## config.mk

```make
export PLATFORM = sky130hd
export DESIGN_NAME = instr_fetch_flat
export DESIGN_NICKNAME = d
export VERILOG_FILES = /design/src/rtl/riscv_pkg.sv /design/src/rtl/instr_fetch_if.sv /design/src/rtl/fetch_fifo.sv /design/src/rtl/instr_fetch.sv /design/src/flat_wrapper.sv
export SDC_FILE = /design/constraint.sdc
export NUM_CORES = 1
export LEC_CHECK = 0
export BUFFER_PORTS_ARGS = -buffer_cell sky130_fd_sc_hd__clkbuf_2
export CAP_MARGIN = 20
export CORE_MARGIN = 2
export CORE_UTILIZATION = 45
export CTS_BUF_LIST = sky130_fd_sc_hd__clkbuf_2
export DETAILED_ROUTE_END_ITERATION = 6
export GPL_ROUTABILITY_DRIVEN = 0
export PLACE_DENSITY = 0.67
export SETUP_SLACK_MARGIN = 0.4
export SLEW_MARGIN = 5
export SYNTH_ARGS = -nofsm -noshare
export SYNTH_HDL_FRONTEND = slang
export SYNTH_HIERARCHICAL = 1
export SYNTH_SLANG_ARGS = --single-unit
```

## constraint.sdc

```tcl
create_clock -name clk -period 12.5 [get_ports clk]
set_clock_uncertainty 0.05 [all_clocks]
set_input_delay 1.875 -clock clk [delete_from_list [all_inputs] [get_ports clk]]
set_output_delay 1.875 -clock clk [all_outputs]
set_load 0.02 [all_outputs]
```

## src/rtl/riscv_pkg.sv

```systemverilog
`default_nettype none
// ============================================================================
// Module      : riscv_pkg
// Description : Shared RISC-V core definitions: data width, default reset PC,
//               the fetch-stage entry type and the base opcode map that the
//               fetch and decode stages agree on.
// Revision    : 1.0 - initial release
// ============================================================================
package riscv_pkg;

  localparam int XLEN = 32;

  localparam logic [XLEN-1:0] RESET_PC_DEFAULT = 32'h0000_0000;

  // One fetched instruction together with the address it came from.
  typedef struct packed {
    logic [XLEN-1:0] pc;
    logic [XLEN-1:0] instr;
  } fetch_entry_t;

  // RV32I base opcodes (instr[6:0]).
  typedef enum logic [6:0] {
    OPC_LOAD     = 7'b000_0011,
    OPC_MISC_MEM = 7'b000_1111,
    OPC_OP_IMM   = 7'b001_0011,
    OPC_AUIPC    = 7'b001_0111,
    OPC_STORE    = 7'b010_0011,
    OPC_OP       = 7'b011_0011,
    OPC_LUI      = 7'b011_0111,
    OPC_BRANCH   = 7'b110_0011,
    OPC_JALR     = 7'b110_0111,
    OPC_JAL      = 7'b110_1111,
    OPC_SYSTEM   = 7'b111_0011
  } opcode_e;

  // Word-align an address by clearing its two low bits.
  function automatic logic [XLEN-1:0] pc_align(input logic [XLEN-1:0] pc);
    return {pc[XLEN-1:2], 2'b00};
  endfunction

  // Sequential next PC; wraps naturally from 32'hFFFF_FFFC to 0.
  function automatic logic [XLEN-1:0] pc_next(input logic [XLEN-1:0] pc);
    return pc + XLEN'(4);
  endfunction

endpackage
`default_nettype wire

```

## src/rtl/instr_fetch_if.sv

```systemverilog
`default_nettype none
// ============================================================================
// Module      : instr_fetch_if
// Description : Bundle of the fetch stage's handshake signals: redirect input
//               from downstream, instruction-memory request/response, and the
//               valid/ready instruction stream to decode.
//               master : the fetch stage
//               slave  : the surroundings (memory, decode, branch unit)
// Revision    : 1.0 - initial release
// ============================================================================
interface instr_fetch_if;

  // redirect from branch/jump resolution
  logic                          redirect_valid;
  logic [riscv_pkg::XLEN-1:0]    redirect_pc;

  // instruction memory request
  logic                          imem_req_valid;
  logic [riscv_pkg::XLEN-1:0]    imem_req_addr;
  logic                          imem_req_ready;

  // instruction memory response (in order, never back-pressured)
  logic                          imem_rsp_valid;
  logic [riscv_pkg::XLEN-1:0]    imem_rsp_data;

  // instruction stream to decode
  logic                          instr_valid;
  logic [riscv_pkg::XLEN-1:0]    instr;
  logic [riscv_pkg::XLEN-1:0]    instr_pc;
  logic                          instr_ready;

  modport master (
    input  redirect_valid, redirect_pc,
    output imem_req_valid, imem_req_addr,
    input  imem_req_ready,
    input  imem_rsp_valid, imem_rsp_data,
    output instr_valid, instr, instr_pc,
    input  instr_ready
  );

  modport slave (
    output redirect_valid, redirect_pc,
    input  imem_req_valid, imem_req_addr,
    output imem_req_ready,
    output imem_rsp_valid, imem_rsp_data,
    input  instr_valid, instr, instr_pc,
    output instr_ready
  );

endinterface
`default_nettype wire

```

## src/rtl/fetch_fifo.sv

```systemverilog
`default_nettype none
// ============================================================================
// Module      : fetch_fifo
// Description : Synchronous FIFO of fetch_entry_t with flush. The head entry
//               is read straight from the storage registers, so a word pushed
//               in one cycle is visible at the output the next cycle.
// Ports       : clk, rst (async, active-high)
//               flush   - empty the FIFO (dominates push/pop)
//               push    - write wr_data (ignored when full unless popping)
//               pop     - drop the head entry (ignored when empty)
//               wr_data / rd_data - entry in / head entry out
//               count, empty, full - occupancy status
// Revision    : 1.0 - initial release
// ============================================================================
module fetch_fifo
  import riscv_pkg::*;
#(
  parameter int DEPTH = 2
) (
  input  wire logic                         clk,
  input  wire logic                         rst,
  input  wire logic                         flush,
  input  wire logic                         push,
  input  wire logic                         pop,
  input  wire fetch_entry_t                 wr_data,
  output fetch_entry_t                      rd_data,
  output logic [$clog2(DEPTH+1)-1:0]        count,
  output logic                              empty,
  output logic                              full
);

  localparam int CW = $clog2(DEPTH + 1);
  localparam int PW = (DEPTH > 1) ? $clog2(DEPTH) : 1;

  fetch_entry_t    r_mem [DEPTH];
  logic [PW-1:0]   r_wr_ptr;
  logic [PW-1:0]   r_rd_ptr;
  logic [CW-1:0]   r_count;

  logic            w_do_push;
  logic            w_do_pop;

  function automatic logic [PW-1:0] ptr_inc(input logic [PW-1:0] p);
    return (p == PW'(DEPTH - 1)) ? '0 : p + PW'(1);
  endfunction

  assign empty   = (r_count == '0);
  assign full    = (r_count == CW'(DEPTH));
  assign count   = r_count;
  assign rd_data = r_mem[r_rd_ptr];

  assign w_do_pop  = pop && !empty;
  // A full FIFO still accepts a push when the head leaves in the same cycle.
  assign w_do_push = push && (!full || w_do_pop);

  always_ff @(posedge clk or posedge rst) begin
    if (rst) begin
      r_wr_ptr <= '0;
      r_rd_ptr <= '0;
      r_count  <= '0;
      for (int i = 0; i < DEPTH; i++) begin
        r_mem[i] <= '0;
      end
    end else if (flush) begin
      r_wr_ptr <= '0;
      r_rd_ptr <= '0;
      r_count  <= '0;
    end else begin
      if (w_do_push) begin
        r_mem[r_wr_ptr] <= wr_data;
        r_wr_ptr        <= ptr_inc(r_wr_ptr);
      end
      if (w_do_pop) begin
        r_rd_ptr <= ptr_inc(r_rd_ptr);
      end
      r_count <= r_count + CW'(w_do_push) - CW'(w_do_pop);
    end
  end

endmodule
`default_nettype wire

```

## src/rtl/instr_fetch.sv

```systemverilog
`default_nettype none
// ============================================================================
// Module      : instr_fetch
// Description : Instruction fetch stage. Holds the fetch PC, issues in-order
//               word requests to instruction memory under a credit limit,
//               buffers returned words with their PCs in a prefetch FIFO and
//               hands them to decode under valid/ready. A redirect flushes
//               wrong-path state and restarts fetch at the target.
// Parameters  : RESET_PC   - first PC fetched after reset
//               FIFO_DEPTH - prefetch entries = max in-flight + buffered words
// Ports       : clk, rst (async, active-high)
//               bus (instr_fetch_if.master) - redirect, imem req/rsp, decode
// Config      : IFETCH_BYPASS_EN - when defined, a response arriving to an
//               empty FIFO is presented to decode in its arrival cycle.
// Revision    : 1.0 - initial release
// ============================================================================
module instr_fetch
  import riscv_pkg::*;
#(
  parameter logic [XLEN-1:0] RESET_PC   = RESET_PC_DEFAULT,
  parameter int              FIFO_DEPTH = 2
) (
  input  wire logic          clk,
  input  wire logic          rst,
  instr_fetch_if.master      bus
);

  localparam int CW = $clog2(FIFO_DEPTH + 1);

  logic [XLEN-1:0] r_fetch_pc;
  logic [CW-1:0]   r_inflight;   // accepted requests awaiting a response
  logic [CW-1:0]   r_drop;       // in-flight responses belonging to a dead path

  logic [CW-1:0]   w_fifo_count;
  logic            w_fifo_empty;
  logic            w_fifo_full;
  fetch_entry_t    w_fifo_head;
  fetch_entry_t    w_rsp_entry;
  fetch_entry_t    w_out_entry;

  logic [CW:0]     w_occupancy;
  logic            w_credit;
  logic            w_req_valid;
  logic            w_req_fire;
  logic            w_rsp;
  logic            w_rsp_keep;
  logic            w_bypass;
  logic            w_out_valid;
  logic            w_pop;
  logic            w_fifo_pop;
  logic            w_push;

  // --------------------------------------------------------------------------
  // Request side: a request is only offered when the FIFO is guaranteed a
  // slot for its response, so responses never need back-pressure.
  // --------------------------------------------------------------------------
  assign w_occupancy = {1'b0, r_inflight} + {1'b0, w_fifo_count};
  assign w_credit    = (w_occupancy < (CW+1)'(FIFO_DEPTH));
  assign w_req_valid = !rst && !bus.redirect_valid && w_credit;
  assign w_req_fire  = w_req_valid && bus.imem_req_ready;

  // --------------------------------------------------------------------------
  // Response side. When nothing is being dropped, every outstanding request
  // is on the current path and was issued at consecutive word addresses
  // ending just below fetch_pc, so the oldest one's PC is recovered as
  // fetch_pc - 4*inflight instead of being stored in a side queue.
  // --------------------------------------------------------------------------
  assign w_rsp       = bus.imem_rsp_valid;
  assign w_rsp_keep  = w_rsp && (r_drop == '0) && !bus.redirect_valid;
  assign w_rsp_entry = '{pc:    r_fetch_pc - (XLEN'(r_inflight) << 2),
                         instr: bus.imem_rsp_data};

`ifdef IFETCH_BYPASS_EN
  assign w_bypass = !rst && w_fifo_empty && w_rsp_keep;
`else
  assign w_bypass = 1'b0;
`endif

  // --------------------------------------------------------------------------
  // Decode side. Redirect masks the output so wrong-path words never leave.
  // --------------------------------------------------------------------------
  assign w_out_valid = !rst && !bus.redirect_valid && (!w_fifo_empty || w_bypass);
  assign w_out_entry = w_bypass ? w_rsp_entry : w_fifo_head;
  assign w_pop       = w_out_valid && bus.instr_ready;
  assign w_fifo_pop  = w_pop && !w_fifo_empty;
  // A bypassed word consumed on arrival is not stored.
  assign w_push      = w_rsp_keep && !(w_bypass && w_pop)
                       && (!w_fifo_full || w_fifo_pop);

  assign bus.imem_req_valid = w_req_valid;
  assign bus.imem_req_addr  = r_fetch_pc;
  assign bus.instr_valid    = w_out_valid;
  assign bus.instr          = w_out_entry.instr;
  assign bus.instr_pc       = w_out_entry.pc;

  // --------------------------------------------------------------------------
  // PC and in-flight bookkeeping. On redirect no request fires, so every
  // request still outstanding after this cycle's response is wrong-path.
  // --------------------------------------------------------------------------
  always_ff @(posedge clk or posedge rst) begin
    if (rst) begin
      r_fetch_pc <= RESET_PC;
      r_inflight <= '0;
      r_drop     <= '0;
    end else if (bus.redirect_valid) begin
      r_fetch_pc <= pc_align(bus.redirect_pc);
      r_inflight <= r_inflight - CW'(w_rsp);
      r_drop     <= r_inflight - CW'(w_rsp);
    end else begin
      if (w_req_fire) begin
        r_fetch_pc <= pc_next(r_fetch_pc);
      end
      r_inflight <= r_inflight + CW'(w_req_fire) - CW'(w_rsp);
      if (w_rsp && (r_drop != '0)) begin
        r_drop <= r_drop - CW'(1);
      end
    end
  end

  fetch_fifo #(
    .DEPTH   (FIFO_DEPTH)
  ) u_fetch_fifo (
    .clk     (clk),
    .rst     (rst),
    .flush   (bus.redirect_valid),
    .push    (w_push),
    .pop     (w_fifo_pop),
    .wr_data (w_rsp_entry),
    .rd_data (w_fifo_head),
    .count   (w_fifo_count),
    .empty   (w_fifo_empty),
    .full    (w_fifo_full)
  );

endmodule
`default_nettype wire

```

## src/flat_wrapper.sv

```systemverilog
// flat-port wrapper written by rule: the top's interface ports become plain ports
module instr_fetch_flat import riscv_pkg::*;
#(
  parameter logic [XLEN-1:0] RESET_PC   = RESET_PC_DEFAULT,
  parameter int              FIFO_DEPTH = 2
)
  (clk, rst, bus_redirect_valid, bus_redirect_pc, bus_imem_req_valid, bus_imem_req_addr, bus_imem_req_ready, bus_imem_rsp_valid, bus_imem_rsp_data, bus_instr_valid, bus_instr, bus_instr_pc, bus_instr_ready);
  instr_fetch_if bus_i ();
  input  wire logic clk;
  input  wire logic rst;
  input wire logic [$bits(bus_i.redirect_valid)-1:0] bus_redirect_valid;
  input wire logic [$bits(bus_i.redirect_pc)-1:0] bus_redirect_pc;
  output wire logic [$bits(bus_i.imem_req_valid)-1:0] bus_imem_req_valid;
  output wire logic [$bits(bus_i.imem_req_addr)-1:0] bus_imem_req_addr;
  input wire logic [$bits(bus_i.imem_req_ready)-1:0] bus_imem_req_ready;
  input wire logic [$bits(bus_i.imem_rsp_valid)-1:0] bus_imem_rsp_valid;
  input wire logic [$bits(bus_i.imem_rsp_data)-1:0] bus_imem_rsp_data;
  output wire logic [$bits(bus_i.instr_valid)-1:0] bus_instr_valid;
  output wire logic [$bits(bus_i.instr)-1:0] bus_instr;
  output wire logic [$bits(bus_i.instr_pc)-1:0] bus_instr_pc;
  input wire logic [$bits(bus_i.instr_ready)-1:0] bus_instr_ready;
  assign bus_i.redirect_valid = bus_redirect_valid;
  assign bus_i.redirect_pc = bus_redirect_pc;
  assign bus_imem_req_valid = bus_i.imem_req_valid;
  assign bus_imem_req_addr = bus_i.imem_req_addr;
  assign bus_i.imem_req_ready = bus_imem_req_ready;
  assign bus_i.imem_rsp_valid = bus_imem_rsp_valid;
  assign bus_i.imem_rsp_data = bus_imem_rsp_data;
  assign bus_instr_valid = bus_i.instr_valid;
  assign bus_instr = bus_i.instr;
  assign bus_instr_pc = bus_i.instr_pc;
  assign bus_i.instr_ready = bus_instr_ready;
  instr_fetch #(.RESET_PC(RESET_PC), .FIFO_DEPTH(FIFO_DEPTH)) u_core (.clk(clk), .rst(rst), .bus(bus_i));
endmodule
```

==> metrics <==
status=complete, no violations; Setup Buffers After CTS=0; switching power total=0.000635 W; Lkg Pwr=4.74 nW; synthesized instance count=702; Gates resized, CTS repair=0; RSZ-0062 raised after global routing=no; crit end category=output port; hold path cells=1; vias in the first global route=5743; post-layout util=52.8%; hold violation count in the final report=0; FF-to-FF Start=u_core/u_fetch_fifo/count[0]; final worst slack=7.46 ns; clock slew at reported path FFs=0.23 ns; minimum clock period=5.04 ns; total grt overflow=0; critical path peak fanout=55; Via density=5.28; H-tree depth=4; First-pass DRT Iterations=5; Synth Flop Type=dfrtp_1; endpoints failing setup=0; Cell Pwr Density=178 mW/mm^2; die area=0.0205 mm^2; post-synthesis cell area=0.00871 mm^2; Hold Path Sink=u_core/u_fetch_fifo/r_mem[21]; leading area contributor after synthesis=dfrtp_1; Clock Path Buffers=2; Max Fclk=198 MHz; measured slew at the worst slew-check pin=0.982 ns; Sink Count=166; fin. max-slew vios=0; FP Rows=50; main combinational cell family by area after synthesis=multiplexers; die width=143 um; start point of the critical path=bus_redirect_valid; Starting DRT DRC Count=289; Clk pwr share=17.3%; final-stage net count=929; CTS tree=yes; HP Start=u_core/u_fetch_fifo/r_mem[21]; wl on met1=9.35 mm; global-route wire length before repair=30.2 mm; multiplexer share of the synthesized area=27.5%; Adder-Cell Fraction of Synth Area=1.75%; RR Endpoint=u_core/r_inflight[1]; Synth Register Bits=166; data required time of the worst path=10.57 ns; Placed Area=0.00966 mm^2; DR WL met2=8.27 mm; Port Buffer Count=163; top post-synthesis cells by area=dfrtp_1 (48%), mux2_2 (17%), mux2_4 (10%), nand2_1 (2.2%), xor2_1 (2.2%); share of power burned in registers=44.8%; core area=0.0188 mm^2; Yosys cell types=55; Crit Path Class=input pin to output port; crit path DAT=3.11 ns; Slew headroom=34.5%; Reg2Reg Depth=11; Mean Syn Cell Area=12.4 um^2; # diodes=0; WL met3=998 um; Layout area overhead=14.2%; gr usage total=18.7%; die height=143 um; number of max-cap violations=0; flop2flop setup slack=8.50 ns; clk root buf=clkbuf_2; WL final=18.7 mm; Setup crit start kind=input pin; clk_lat worst skew=0.70 ns; Worst Hold Class=flip-flop to flip-flop; number of routed nets with antenna violations=0; Place WS=7.10 ns; Initial Util=46.2%; Synth Area in XOR/XNOR=3.92%; Max VDD drop=0.0000549 V; Comb power frac=37.9%; Synthesis Warnings=6; Top Layer Used=met4; post-synthesis simple-gate area fraction=10.2%; via count=5923; layout cells sized above 1=46.8%; top-area cell type share of the netlist area=47.7%; detailed placer's ending HPWL=12.7 mm; initial antenna violation count=0; largest net degree at the start of global routing=76; switch share=35.9%; DR WL/cell=16.7 um; filler instances=1698; sequential area share after synthesis=47.7%; compound-cell area share of the yosys netlist=4.86%; Async S/R FF share, synth=100%; # hold bufs at CTS=0; Int Pwr=0.00113 W; Final period util=40.3%; synth cell count leaders=dfrtp_1 (166), mux2_2 (128), mux2_4 (60); most frequent cell after synthesis=dfrtp_1; EDFF count, synth=0; Top-Level Pins=168; final setup TNS=0 ns; final instance area=0.00994 mm^2; CTS buffer count=17; drt drc=0
layer usage:
metal	vias to the layer above	track usage [%]
met5	-	0
met2	194	28.0
met4	0	3.86
met3	7	4.63
met1	2920	27.6
li1	2802	-
kinds of logic (layout without fill, tap and decap cells):
family | after synthesis | after routing
buffers and inverters | 68 | 222
multiplexers | 193 | 193
adder cells (fa/ha/maj) | 11 | 11
flip-flops | 166 | 166
AO/OA/AOI/OAI | 61 | 61
other | 1 | 6
XOR/XNOR | 39 | 39
AND/OR/NAND/NOR | 163 | 163
flip-flops by register name, summed over array words and instances (netlist names):
register,count
u_core/u_fetch_fifo/r_mem,128
u_core/u_fetch_fifo/r_wr_ptr,1
u_core/bus.imem_req_addr,30
u_core/u_fetch_fifo/r_rd_ptr,1
u_core/u_fetch_fifo/count,2
u_core/r_inflight,2
u_core/r_drop,2
cell type report:
cell class / count / area (um^2) / share of cell area (%)
Multi-Input combinational cell: 473 / 4240 / 42.7
Sequential cell: 166 / 4160 / 41.8
Timing Repair Buffer: 169 / 881 / 8.86
Tap cell: 260 / 325 / 3.27
Clock inverter: 11 / 151 / 1.52
Clock buffer: 21 / 105 / 1.06
Inverter: 21 / 81.3 / 0.818
stage by stage:
step / cells / power, W / hold slack, ns
floorplan: 707 / 0.00127 / 0.402
finish: 1121 / 0.00177 / 0.467
global route: 1121 / 0.00189 / 0.499
detailed placement: 1088 / 0.00148 / 0.423
global placement: 1088 / 0.00146 / 0.411
CTS: 1120 / 0.00179 / 0.472
worst max-delay path by stage:
stage,end,slack [ns]
final,bus_imem_req_valid,7.46
after global routing,bus_imem_req_valid,7.42
after CTS,bus_imem_req_valid,7.51
after detailed placement,u_core/u_fetch_fifo/r_mem[20],7.10
after global placement,u_core/u_fetch_fifo/r_mem[18],7.09
after floorplan,u_core/u_fetch_fifo/count[0],7.05
worst max-delay path: stages:
cell	delay (ns)
clkbuf_2	0.08
buf_4	0.29
nor4_1	0.59
clkbuf_2	0.27
cells in the final DEF (no fill, tap or decap), types with 8 or more instances in the layout:
cell type,n
inv_1,20
xnor2_1,17
dfrtp_1,165
nor3_1,9
nand2_1,52
o21ai_0,20
mux2_2,128
xor2_1,22
clkbuf_2,184
nand3_1,13
o211ai_1,9
nor4_1,8
o311ai_0,9
nor2_1,22
ha_1,9
mux2_4,60
nand4_1,10
power by group through the flow:
stage	logic (W)	registers (W)	clock network, W
finish	0.000670	0.000792	0.000306
CTS	0.000677	0.000792	0.000324
global placement	0.000663	0.000798	0
floorplan	0.000494	0.000779	0
global route	0.000726	0.000815	0.000349
detailed placement	0.000674	0.000804	0
Power figures use the tool's default switching activity.
